<file path="src/rtl/srl_pkg.sv">
// srl_pkg: shared sizing helpers and limits for the selectable-depth delay line
package srl_pkg;
  localparam int SRL_DEPTH_MAX_SUPPORTED = 256;
  function automatic int srl_dw(input int max_depth);
    return $clog2(max_depth + 1);
  endfunction
endpackage

</file>
<file path="src/rtl/srl_tap_mux.sv">
// srl_tap_mux: selects stage[depth-1], or bypasses the input when depth is 0
module srl_tap_mux import srl_pkg::*; #(
  parameter int C_WIDTH = 16,
  parameter int C_MAX_DEPTH = 16,
  localparam int DW = srl_dw(C_MAX_DEPTH)
) (
  input  logic [DW-1:0]                         depth,
  input  logic [C_MAX_DEPTH-1:0]                stage_valid,
  input  logic [C_MAX_DEPTH-1:0][C_WIDTH-1:0]   stage_data,
  input  logic                                  valid_in,
  input  logic [C_WIDTH-1:0]                    data_in,
  output logic                                  valid_out,
  output logic [C_WIDTH-1:0]                    data_out
);
  always_comb begin
    valid_out = valid_in;
    data_out = data_in;
    for (int i = 0; i < C_MAX_DEPTH; i++) begin
      if (depth == DW'(i + 1)) begin
        valid_out = stage_valid[i];
        data_out = stage_data[i];
      end
    end
  end
endmodule

</file>
<file path="src/rtl/srl_delay_line.sv">
// srl_delay_line: multi-bit delay line with valid tracking and run-time selectable depth
module srl_delay_line import srl_pkg::*; #(
  parameter int C_WIDTH = 16,
  parameter int C_MAX_DEPTH = 16,
  parameter int C_DEFAULT_DEPTH = 4,
  localparam int DW = srl_dw(C_MAX_DEPTH)
) (
  input  logic               clk,
  input  logic               rst,
  input  logic               ce,
  input  logic               cfg_load,
  input  logic [DW-1:0]      delay_sel,
  input  logic               valid_in,
  input  logic [C_WIDTH-1:0] data_in,
  output logic               valid_out,
  output logic [C_WIDTH-1:0] data_out,
  output logic [DW-1:0]      depth_q,
  output logic [DW-1:0]      in_flight,
  output logic               cfg_err
);
  if (C_DEFAULT_DEPTH > C_MAX_DEPTH) begin : g_bad_default
    $error("C_DEFAULT_DEPTH exceeds C_MAX_DEPTH");
  end
  if (C_MAX_DEPTH > SRL_DEPTH_MAX_SUPPORTED) begin : g_bad_max
    $error("C_MAX_DEPTH exceeds SRL_DEPTH_MAX_SUPPORTED");
  end
  logic [C_MAX_DEPTH-1:0]              stage_valid;
  logic [C_MAX_DEPTH-1:0][C_WIDTH-1:0] stage_data;
  logic                                over;
  assign over = delay_sel > DW'(C_MAX_DEPTH);
  srl_tap_mux #(.C_WIDTH(C_WIDTH), .C_MAX_DEPTH(C_MAX_DEPTH)) u_tap (
    .depth(depth_q),
    .stage_valid(stage_valid),
    .stage_data(stage_data),
    .valid_in(valid_in),
    .data_in(data_in),
    .valid_out(valid_out),
    .data_out(data_out)
  );
  // Reconfiguration flushes only valid bits; stale data behind them is never observed.
  always_ff @(posedge clk) begin
    if (rst) begin
      depth_q <= DW'(C_DEFAULT_DEPTH);
      stage_valid <= '0;
      stage_data <= '0;
      in_flight <= '0;
      cfg_err <= 1'b0;
    end else begin
      cfg_err <= cfg_load && over;
      if (cfg_load) begin
        depth_q <= over ? DW'(C_MAX_DEPTH) : delay_sel;
        stage_valid <= '0;
        in_flight <= '0;
      end else if (ce) begin
        stage_valid <= C_MAX_DEPTH'({stage_valid, valid_in});
        stage_data <= (C_MAX_DEPTH * C_WIDTH)'({stage_data, data_in});
        in_flight <= in_flight + DW'(valid_in & ~valid_out) - DW'(valid_out & ~valid_in);
      end
    end
  end
endmodule

</file>
<file path="config.mk">
export PLATFORM = sky130hd
export DESIGN_NAME = srl_delay_line
export DESIGN_NICKNAME = d
export VERILOG_FILES = /design/src/rtl/srl_pkg.sv /design/src/rtl/srl_tap_mux.sv /design/src/rtl/srl_delay_line.sv
export SDC_FILE = /design/constraint.sdc
export NUM_CORES = 1
export LEC_CHECK = 0
export ABC_AREA = 1
export ABC_CLOCK_PERIOD_IN_PS = 3160
export BUFFER_PORTS_ARGS = -buffer_cell sky130_fd_sc_hd__buf_4
export CELL_PAD_IN_SITES_DETAIL_PLACEMENT = 0
export CELL_PAD_IN_SITES_GLOBAL_PLACEMENT = 2
export CORE_UTILIZATION = 31
export DETAILED_ROUTE_END_ITERATION = 7
export GPL_TIMING_DRIVEN = 1
export PLACE_DENSITY_LB_ADDON = 0.1
export SYNTH_ARGS = -nofsm -noshare
export SYNTH_HDL_FRONTEND = slang
export SYNTH_HIERARCHICAL = 1
export SYNTH_SLANG_ARGS = --single-unit
</file>
<file path="constraint.sdc">
create_clock -name clk -period 3.16 [get_ports clk]
set_clock_uncertainty 0.2 [all_clocks]
set_input_delay 0.158 -clock clk [delete_from_list [all_inputs] [get_ports clk]]
set_output_delay 0.158 -clock clk [all_outputs]
set_load 0.02 [all_outputs]
</file>
==> results of run 1 <==
[registers in the layout, summed over array words and instances, names as in the netlist]
| register | flops |
|---|---|
| cfg_err | 1 |
| depth_q | 5 |
| in_flight | 5 |
| stage_data | 256 |
| stage_valid | 16 |
[stage by stage]
| stage | cells | power (mW) | setup slack, ns | setup TNS, ns |
|---|---|---|---|---|
| 2_1_floorplan | 2013 | 4.85 | -0.276 | -0.557 |
| 3_3_place_gp | 2584 | 5.33 | -0.252 | -0.554 |
| 3_5_place_dp | 2584 | 5.33 | -0.222 | -0.542 |
| 4_1_cts | 2700 | 9.79 | -0.475 | -7.10 |
| 5_1_grt | 2713 | 10.3 | -0.665 | -9.45 |
| 6_report | 2713 | 9.78 | -0.338 | -4.73 |
[layout make-up]
type / instances / area (um2) / share of cell area (%)
multi-input combinational: 1487 / 7410 / 43.0
sequential: 283 / 5680 / 33.0
timing repair buffer: 185 / 1720 / 9.98
clock buffer: 65 / 1230 / 7.12
tap: 577 / 722 / 4.19
inverter: 113 / 444 / 2.58
clock inverter: 3 / 18.8 / 0.109
[synthesized netlist by cell type, types with 11 or more instances]
master    number  share of area [%]
or2_0         12               0.56
o21ai_1       94                3.5
or2_2         32                1.5
o21ai_0      223                8.3
nor2_1       567                 16
nand3_1      103                3.8
clkbuf_1      67                1.9
inv_2         11               0.31
dfxtp_1      283                 42
a21oi_1       66                2.5
buf_6         25                2.1
buf_2         28                1.0
inv_1         99                2.8
nand2_1      333                9.3
[cells by family (layout without fill, tap and decap cells)]
logic type / after synthesis / count (layout) / share of synthesized area, %
buf+inv: 243 / 366 / 8.70
fa+ha+maj: 6 / 6 / 0.614
simple gates: 1081 / 1081 / 33.1
flops: 283 / 283 / 42.1
xor+xnor: 1 / 1 / 0.0651
compound gates: 399 / 399 / 15.4
[power breakdown]
part	switching (mW)	internal, mW	total [mW]
logic	0.938	0.620	1.56
registers	0.162	3.78	3.95
clock network	1.65	2.62	4.27
total	2.75	7.03	9.78
[layout by cell type, fill, tap and decap left out, types with 6 or more instances in the layout]
master,synthesis,final
inv_1,99,93
nand2_2,3,91
or2_1,6,7
clkbuf_8,0,11
clkbuf_16,0,42
o21ai_1,94,87
inv_2,11,12
dfxtp_1,283,278
nor2_2,7,6
o21ai_0,223,221
nand3_1,103,20
buf_6,25,24
nor2_1,567,566
o211ai_1,10,10
nor2_4,7,9
clkbuf_1,67,13
or2_0,12,11
buf_12,0,6
nand2_1,333,242
dlygate4sd3_1,0,43
buf_4,9,108
a21oi_1,66,66
or2_2,32,32
nand3_2,5,85
o21ai_2,0,8
[repair_timing]
| item | in CTS | in global routing |
|---|---|---|
| endpoints found under the setup margin | 19 | 22 |
| hold buffers | 43 | 0 |
| gates cloned | 1 | 1 |
| pin swaps | 31 | 69 |
| buffers inserted | 5 | 12 |
| resized for setup | 77 | 160 |
| hold endpoints to repair | 93 | 0 |
[routing by layer]
| metal | global-route usage, % | vias up |
|---|---|---|
| li1 | - | 6605 |
| met2 | 34.5 | 104 |
| met5 | 0 | - |
| met1 | 24.0 | 5778 |
| met4 | 6.09 | 0 |
| met3 | 2.35 | 55 |
[worst max-delay path: stages (launching register included)]
cell,delay (ns)
dfxtp_4,0.37
buf_4,0.13
buf_4,0.13
inv_2,0.06
nand2_4,0.05
nor2_4,0.19
inv_4,0.08
buf_12,0.15
o211ai_1,0.16
nand3_1,0.12
nand2_1,0.09
nand2_2,0.06
nand2_1,0.07
nand2_1,0.06
nand2_2,0.09
nand2_2,0.07
nand2_1,0.07
nand2_1,0.06
nand2_1,0.05
nand2_1,0.07
nand2_2,0.12
nand2_2,0.08
nand2_1,0.07
nand2_1,0.07
buf_6,0.13
[path summary, 6_finish.rpt]
path	to	slack (ns)	cells after the start	startpoint
setup / recovery	data_out[13]	-0.34	24	depth_q[4]
setup reg to reg	in_flight[4]	-0.33	32	depth_q[4]
hold reg to reg	stage_valid[15]	0.26	2	stage_valid[15]
hold / removal	stage_data[47]	0.1	5	cfg_load
==> results.toml, run 1 <==
[logic_synthesis]
async_flop_share_pct = 0
ys_seq_area_share_pct = 42.1
synth_warnings = 6
synth_area_um2 = 13500
ys_seq_elements = 283
avgSynthCellArea_um2 = 6.68
yosys_most_used_dff = "dfxtp_1"
syn_nets = 2045
syn_inst = 2013
synth_edf_count = 0
yosysUniqueCellTypes = 32

[sta]
finalSetupViolations = 20
fin_crit_sh_pct = 111
finalHoldViolations = 0
worst_pin_slew_ns = 0.733
max_slew_margin_pct = 51.0
max_freq_ghz = 0.286
whs_ns = 0.0995
maxSlewViolCount = 0
grt_setup_unrepaired = "yes"
timing.final.crit_period_ns = 3.50
setup_ws_ns = -0.338

[setup_path]
start_kind = "flip-flop"
crit_arrival_ns = 3.14
end_kind = "primary output"
crit_fanout = 8
worstPathRequired_ns = 2.80
path_class = "flip-flop to primary output"

[detailed_routing]
via_count = 12500
dr.max_layer_used = "met4"
first_pass_iters = 6
routed-wl-met3_um = 942
drt_iter0_markers = 532
routed_wl_um = 42600
wire_per_inst_um = 15.7
wl_met1_um = 19200
remaining_drc_errors = 0
drtAntennaViolNets = 0
wl_met2_um = 21400
viasPerCell = 4.62

[clock_network]
cts_made_buffers = 38
clock_latency_ns = 0.55
cts.path.max_buffers = 3
cts_tree = "yes"
clock-sinks = 283
clk_pin_slew_worst_paths_ns = 0.06
h-tree-depth = 2
cts-root-buf = "clkbuf_16"

[grt]
grt_antenna_before_repair = 0
grtUsageTotal_pct = 19.3
grt_pass1_vias = 12100
grt_first_pass_wirelength_um = 67700
grt_max_degree = 129
grt-ovfl-total = 0

[pwr]
p_per_area_nw_per_um2 = 568
leakage_nw = 7.41
ir_drop_mv = 0.453

[floorplan]
io_pins = 54
coreArea_um2 = 42400
die-area_um2 = 44200
die_y_um = 210
die_x_um = 210
rows = 75
start_util_pct = 31.7

[placement]
dpl_cell_area_um2 = 14500
hpwl_um = 27000
portBuffers = 53
gp_congestion = 0.764

[finish]
syn2layout_area_growth_pct = 28.0
postLayoutCoreUtil_pct = 40.6
nNetsFinal = 2140
diodes = 0
n_fill_cell = 4649
drive_above_1_share_pct = 22.0
final_area_um2 = 17200

[outcome]
status = "complete, but fails checks"
failed_checks = "setup timing"

[run]
maxCapViolCount = 0

[worst_hold_path]
hold_class = "input pin to flip-flop"
No activity file was read; power rests on OpenSTA's default activity.
==> inputs of run 2 (changes only) <==
Settings changed: CELL_PAD_IN_SITES_DETAIL_PLACEMENT 0 to default, CELL_PAD_IN_SITES_GLOBAL_PLACEMENT 2 to default, CORE_UTILIZATION 31 to 55, PLACE_DENSITY from default to 0.75, PLACE_DENSITY_LB_ADDON 0.1 to default.
==> results.toml, run 2 (synthesized netlist as in run 1, its figures left out) <==
[pwr]
leakage_nw = 7.24
ir_drop_mv = 0.437
p_per_area_nw_per_um2 = 573

[setup_path]
r2r-start = "depth_q[4]"
r2r_slack_ns = -0.48
end_kind = "flip-flop"
slowest_stage = "dfxtp_4"
path_common_cell = "nand2_1"
crit_buf_inv = 8
crit_family = "simple AND/OR/NAND/NOR gates"
reg2regPathDepth = 32
path_class = "flip-flop to flip-flop"
timing.rr.end = "in_flight[4]"
crit_fanout = 5
crit_arrival_ns = 3.90
max_stage_delay_ns = 0.37
worstPathRequired_ns = 3.42
path_depth = 32
start_kind = "flip-flop"

[finish]
regArea_um2 = 5680
multi_input_comb_area_um2 = 7110
layout_commonest_cell = "nor2_1"
largest_reg_flops = 256
drive_above_1_share_pct = 18.3
top_register = "stage_data"
n_fill_cell = 1967
diodes = 0
syn2layout_area_growth_pct = 21.9
nNetsFinal = 2117
reg.largest.list = "stage_data (256), stage_valid (16)"
final_cell_mix = "nor2_1, nand2_1, dfxtp_1"

[detailed_routing]
remaining_drc_errors = 0
wire_per_inst_um = 15.1
first_pass_iters = 5
viasPerCell = 5.34
routed_wl_um = 36700
drt_iter0_markers = 1318
drtAntennaViolNets = 0
via_count = 13000

[grt]
grt-ovfl-total = 0
grtUsageTotal_pct = 27.9
grt_first_pass_wirelength_um = 57000
grt_pass1_vias = 11800
grt_max_degree = 167
grt_antenna_before_repair = 0

[placement]
gp_congestion = 0.810
portBuffers = 53
hpwl_um = 21000
pre_cts_ws_ns = -0.177

[clock_network]
cts_made_buffers = 30
cts_tree = "yes"
clock_latency_ns = 0.56
cts-root-buf = "clkbuf_16"
clk_pin_slew_worst_paths_ns = 0.07
clock-sinks = 283
h-tree-depth = 1
cts.path.max_buffers = 3

[sta]
max_slew_margin_pct = 50.2
setup_ws_ns = -0.481
finalSetupViolations = 21
timing.final.crit_period_ns = 3.64
worst_pin_slew_ns = 0.745
max_freq_ghz = 0.275
maxSlewViolCount = 0
finalHoldViolations = 0
fin_crit_sh_pct = 115
grt_setup_unrepaired = "yes"
finalSetupTns_ns = -6.60

[floorplan]
coreArea_um2 = 23800
start_util_pct = 56.6
die_y_um = 158
die-area_um2 = 25100
die_x_um = 158
io_pins = 54
rows = 56

[worst_hold_path]
hold_class = "input pin to flip-flop"
min_delay_path_depth = 5
hold_path_end = "stage_data[173]"
holdCritStartpoint = "cfg_load"

[outcome]
failed_checks = "setup timing"
status = "complete, but fails checks"

[run]
maxCapViolCount = 0
==> run 2: where the power goes <==
part	switching, mW	internal, mW	leakage, nW
Combinational	0.872	0.567	4.34
Clock	1.49	2.53	0.570
Sequential	0.155	3.78	2.33
==> run 2: area by class of cell <==
type / instances / share of cell area, %
Multi-Input combinational cell: 1487 / 43.3
Sequential cell: 283 / 34.7
Timing Repair Buffer: 170 / 9.84
Clock buffer: 37 / 5.10
Inverter: 113 / 2.71
Tap cell: 319 / 2.43
Clock inverter: 19 / 1.91
==> run 2: worst min-delay path: cells and delay by family <==
family / cells / cell delay (ns)
compound gates: 1 / 0.10
buf+inv: 2 / 0.17
simple gates: 2 / 0.43
==> run 2: worst max-delay path by stage <==
stage | startpoint | end | slack [ns]
6_report | depth_q[4] | in_flight[4] | -0.48
5_1_grt | depth_q[4] | in_flight[4] | -0.78
3_5_place_dp | depth_q[1] | in_flight[4] | -0.18
4_1_cts | depth_q[1] | data_out[8] | -0.33
3_3_place_gp | depth_q[1] | in_flight[4] | -0.16
2_1_floorplan | depth_q[1] | in_flight[4] | -0.28
==> run 2: timing repair <==
action | in CTS | in global routing
cloned | 1 | 2
hold endpoints to repair | 128 | 0
pin swaps | 22 | 62
hold buffers | 31 | 0
resized for setup | 46 | 104
setup buffers | 6 | 13
endpoints found under the setup margin | 19 | 22
==> run 2: per-layer routing <==
metal  global-route usage, %  routed length (um)
met5                       0                   0
met4                    10.2                 989
met3                    3.29                1440
met2                    48.9               18500
met1                    35.0               15800
==> run 2: metrics by stage <==
stage                     utilization [%]  std cells  cell area, um2  power [mW]  hold WS (ns)
after global routing                 69.0       2428           16400        9.75         0.203
after CTS                            66.6       2413           15800        9.30         0.141
after floorplan                         -       2013           13500        4.85        0.0861
after detailed placement             59.4       2319           14100        5.24         0.208
final                                69.0       2428           16400        9.40         0.179
after global placement               59.4       2319           14100        5.21         0.205
